===== src/rtl/encryption_pkg.sv =====
// rtl/encryption_pkg.sv - shared width default and word type for the encryption datapath
package encryption_pkg;

  localparam int ENC_WIDTH_DEFAULT = 8;

  typedef logic [ENC_WIDTH_DEFAULT-1:0] enc_word_t;

endpackage : encryption_pkg


===== src/rtl/encryption_module_sync_if.sv =====
// rtl/encryption_module_sync_if.sv - streaming data/key in, masked word out
interface encryption_module_sync_if
  import encryption_pkg::*;
#(
  parameter int N = ENC_WIDTH_DEFAULT
);

  logic         in_valid;
  logic [N-1:0] data_in;
  logic [N-1:0] key;
  logic         out_valid;
  logic [N-1:0] data_out;

  // Source side drives words and keys, consumes results
  modport master (
    output in_valid,
    output data_in,
    output key,
    input  out_valid,
    input  data_out
  );

  // Cipher stage side
  modport slave (
    input  in_valid,
    input  data_in,
    input  key,
    output out_valid,
    output data_out
  );

endinterface : encryption_module_sync_if


===== src/rtl/encryption_mask_cell.sv =====
// rtl/encryption_mask_cell.sv - one-bit key mask: bit passes when key is 0, cleared when key is 1
module encryption_mask_cell (
  input  logic i_d,
  input  logic i_k,
  output logic o_q
);

  assign o_q = i_d & ~i_k;

endmodule : encryption_mask_cell


===== src/rtl/encryption_module_sync.sv =====
// rtl/encryption_module_sync.sv - registered bitwise key-masking cipher stage
module encryption_module_sync
  import encryption_pkg::*;
#(
  parameter int N = ENC_WIDTH_DEFAULT
) (
  input  logic                     clk,
  input  logic                     rst_n,
  encryption_module_sync_if.slave  bus
);

  logic [N-1:0] w_result;
  logic [N-1:0] r_data_out;
  logic         r_out_valid;

  // Bit-sliced mask array; each bit is independent so no cross-bit logic exists
  for (genvar g = 0; g < N; g++) begin : g_cell
    encryption_mask_cell u_cell (
      .i_d (bus.data_in[g]),
      .i_k (bus.key[g]),
      .o_q (w_result[g])
    );
  end

  // Output register: reset wins over a valid word; data holds while idle so junk on idle inputs is ignored
  always_ff @(posedge clk) begin
    if (!rst_n) begin
      r_data_out  <= '0;
      r_out_valid <= 1'b0;
    end else if (bus.in_valid) begin
      r_data_out  <= w_result;
      r_out_valid <= 1'b1;
    end else begin
      r_out_valid <= 1'b0;
    end
  end

  assign bus.data_out  = r_data_out;
  assign bus.out_valid = r_out_valid;

endmodule : encryption_module_sync


===== src/flat_wrapper.sv =====
// flat-port wrapper written by rule: the top's interface ports become plain ports
module encryption_module_sync_flat import encryption_pkg::*;
#(
  parameter int N = ENC_WIDTH_DEFAULT
)
  (clk, rst_n, bus_in_valid, bus_data_in, bus_key, bus_out_valid, bus_data_out);
  encryption_module_sync_if #(.N(N)) bus_i ();
  input  logic clk;
  input  logic rst_n;
  input wire logic [$bits(bus_i.in_valid)-1:0] bus_in_valid;
  input wire logic [$bits(bus_i.data_in)-1:0] bus_data_in;
  input wire logic [$bits(bus_i.key)-1:0] bus_key;
  output wire logic [$bits(bus_i.out_valid)-1:0] bus_out_valid;
  output wire logic [$bits(bus_i.data_out)-1:0] bus_data_out;
  assign bus_i.in_valid = bus_in_valid;
  assign bus_i.data_in = bus_data_in;
  assign bus_i.key = bus_key;
  assign bus_out_valid = bus_i.out_valid;
  assign bus_data_out = bus_i.data_out;
  encryption_module_sync #(.N(N)) u_core (.clk(clk), .rst_n(rst_n), .bus(bus_i));
endmodule

===== config.mk =====
export PLATFORM = sky130hd
export DESIGN_NAME = encryption_module_sync_flat
export DESIGN_NICKNAME = d
export VERILOG_FILES = /design/src/rtl/encryption_pkg.sv /design/src/rtl/encryption_module_sync_if.sv /design/src/rtl/encryption_mask_cell.sv /design/src/rtl/encryption_module_sync.sv /design/src/flat_wrapper.sv
export SDC_FILE = /design/constraint.sdc
export NUM_CORES = 1
export LEC_CHECK = 0
export CAP_MARGIN = 15
export CORE_AREA = 2 2 39 41
export CTS_CLUSTER_SIZE = 24
export DETAILED_ROUTE_END_ITERATION = 7
export DIE_AREA = 0 0 41 43
export PLACE_DENSITY_LB_ADDON = 0.25
export SYNTH_ARGS = -nofsm -noshare
export SYNTH_HDL_FRONTEND = slang
export SYNTH_SLANG_ARGS = --single-unit

===== constraint.sdc =====
create_clock -name clk -period 1 [get_ports clk]
set_input_delay 0.25 -clock clk [delete_from_list [all_inputs] [get_ports clk]]
set_output_delay 0.25 -clock clk [all_outputs]
set_load 0.005 [all_outputs]

==> flow_summary.toml, run 1 <==
[outcome]
status = "completed"

[logic_synthesis]
syn_nets = 55
avgSynthCellArea_um2 = 9.80
syn_inst = 36
synth.distinct_cells = 7
synth_area_um2 = 353
synth_seq_area_share = 0.511
ys_warn_count = 0
synth-seq-cells = 9

[place]
globalplace.congestion = 0.686
hpwl_um = 644
postPlaceCellArea_um2 = 681
io_buffer_count = 27
place_ws_ns = -0.250
place_inst = 84

[detailed_routing]
drcViolationCount = 0
drt_iter0_drc = 0
viasPerCell = 4.30
ant_nets = 0
dr.pass1.iters = 1
wl_um = 844
dr_total_vias = 378
avgRoutedWirePerCell_um = 9.59

[setup_path]
crit_slowest_cell = "dfxtp_2"
cp_num_buf_inv = 1
cp_max_fo = 2
rr_startpoint = "u_core.bus.data_out[1]$_SDFFE_PN0P_"
r2r_setup_slack_ns = 0.32
critical_path.cell_chain = "buf_2"
reg2reg_to = "u_core.bus.data_out[1]$_SDFFE_PN0P_"
cp.arrival_ns = 0.70
critPathTopFamily = "flip-flops"
critPathLaunchType = "flop"
cp-end-kind = "output port"
cpPeakStageDelay_ns = 0.32
r2r_cells = 3
required_ns = 0.75
path_class = "flop to output port"

[worst_hold_path]
min_path_cells = 3
holdCritStartpoint = "bus_in_valid"
hold_path_class = "input port to flop"
min_delay_worst_endpoint = "u_core.bus.out_valid$_SDFF_PN0_"

[global_routing]
grt_overflow_total = 0
grt_pass1_wl_mm = 1.39
first_global_vias = 342
antenna_found_initial = 0
grt_use_total = 0.122
grt_start_max_net_pins = 10

[sta]
worstMarginPinSlew_ns = 0.305
relSlewSlack = 0.796
drv_slew = 0
skew_ns = 0
finalSetupViolCount = 0
setup_tns_ns = 0
hold_viol = 0
clock.fmax_mhz = 1050
fin_crit_ns = 0.951
period_share = 0.951
rsz0062_at_grt = "no"
timing.final.ws_setup_ns = 0.0493

[cells_and_area]
nNetsFinal = 92
drive_above_1_share = 0.375
antenna_cells = 0
layout_commonest_cell = "clkdlybuf4s50_1"
multi_input_area_um2 = 161
fin_cells = 88
seqCellArea_um2 = 190
fillers = 133
area_growth_pct = 91.1
fin_area_um2 = 674
final_cell_mix = "clkdlybuf4s50_1, buf_2"

[floorplan]
io_pins = 28
die_x_um = 41
initial_core_util = 0.255
rows = 14
die_h_um = 43
coreArea_um2 = 1380
die-area_um2 = 1760

[clock_network]
cts-buffers-inserted = 3
cts_buffer_depth = 2
clock-root-buffer = "clkbuf_4"
cts_hold_buf = 0
h-tree-depth = 1
worst_skew_pair.late_latency_ns = 0.26
cts_tree = "built"
cts_sinks = 9
clk_pin_slew_ns = 0.06

[pwr]
ir_worst_vdd_uv = 826
cellPowerDensity_nw_per_um2 = 1190
power.leakage_nw = 0.303

[job]
maxCapViolCount = 0
-- sequential cells by signal (all words and copies together), names as in the netlist --
name	cells
u_core.bus.data_out	8
u_core.bus.out_valid	1
-- Yosys cell counts --
library cell | instances | area share
nand2b_1 | 8 | 0.14
nand3b_1 | 8 | 0.17
buf_4 | 1 | 0.021
inv_1 | 1 | 0.011
nand2_4 | 1 | 0.032
dfxtp_1 | 9 | 0.51
o21ai_1 | 8 | 0.11
-- routing by layer --
layer | share of wire | global-route usage | up-vias | wire [um]
li1 | - | - | 193 | -
met1 | 0.42 | 0.139 | 163 | 355
met2 | 0.45 | 0.159 | 17 | 378
met3 | 0.10 | 0.0628 | 5 | 87
met4 | 0.027 | 0.100 | 0 | 23
met5 | 0 | 0 | - | 0
-- report_power, final --
part	switching [W]	internal, W
clock	0.000130	0.000154
sequential	0.00000646	0.000376
combinational	0.0000392	0.000100
total	0.000176	0.000630
-- kinds of logic after synthesis --
family          after synthesis  synth area share
simple gates                 17             0.344
flops                         9             0.511
compound gates                8             0.113
buf+inv                       2            0.0319
-- metrics by stage --
step           power (W)  hold WS [ns]   util
2_1_floorplan   0.000426         0.376      -
3_3_place_gp    0.000542         0.473  0.492
3_5_place_dp    0.000544         0.474  0.492
4_1_cts         0.000818         0.477  0.486
5_1_grt         0.000852         0.456  0.487
6_report        0.000806         0.444  0.487
-- layout make-up --
| cell class | instances | area share |
|---|---|---|
| clock buffers | 4 | 0.0390 |
| inverters | 1 | 0.00557 |
| well taps | 16 | 0.0297 |
| multi-input cells | 25 | 0.239 |
| flip-flops and latches | 9 | 0.282 |
| repair buffers | 33 | 0.404 |
-- worst max-delay path by stage --
stage	from	to	slack [ns]	depth (start not counted)
floorplan	rst_n	u_core.bus.data_out[0]$_SDFFE_PN0P_	0.33	3
global placement	bus_in_valid	u_core.bus.data_out[2]$_SDFFE_PN0P_	-0.22	3
detailed placement	bus_in_valid	u_core.bus.data_out[7]$_SDFFE_PN0P_	-0.25	3
CTS	bus_in_valid	u_core.bus.data_out[7]$_SDFFE_PN0P_	0.02	3
global route	u_core.bus.data_out[4]$_SDFFE_PN0P_	bus_data_out[4]	0.02	1
finish	u_core.bus.data_out[0]$_SDFFE_PN0P_	bus_data_out[0]	0.05	1
-- timing repair --
action                                 4_1_cts  5_1_grt
buffers inserted                             0        0
endpoints found under the hold margin        0        0
setup endpoints to repair                    9        6
gates resized for setup                     43        1
Note: power is estimated with default switching activity, not from simulation.
==> inputs of run 2 (changes only) <==
--- a/config.mk
+++ b/config.mk
@@ -7,7 +7,7 @@
 export LEC_CHECK = 0
 export CAP_MARGIN = 15
 export CORE_AREA = 2 2 39 41
-export CTS_CLUSTER_SIZE = 24
+export CTS_CLUSTER_SIZE = 14
 export DETAILED_ROUTE_END_ITERATION = 7
 export DIE_AREA = 0 0 41 43
 export PLACE_DENSITY_LB_ADDON = 0.25
==> results of run 2 <==
Final layout, timing and power as in run 1 (identical DEF).
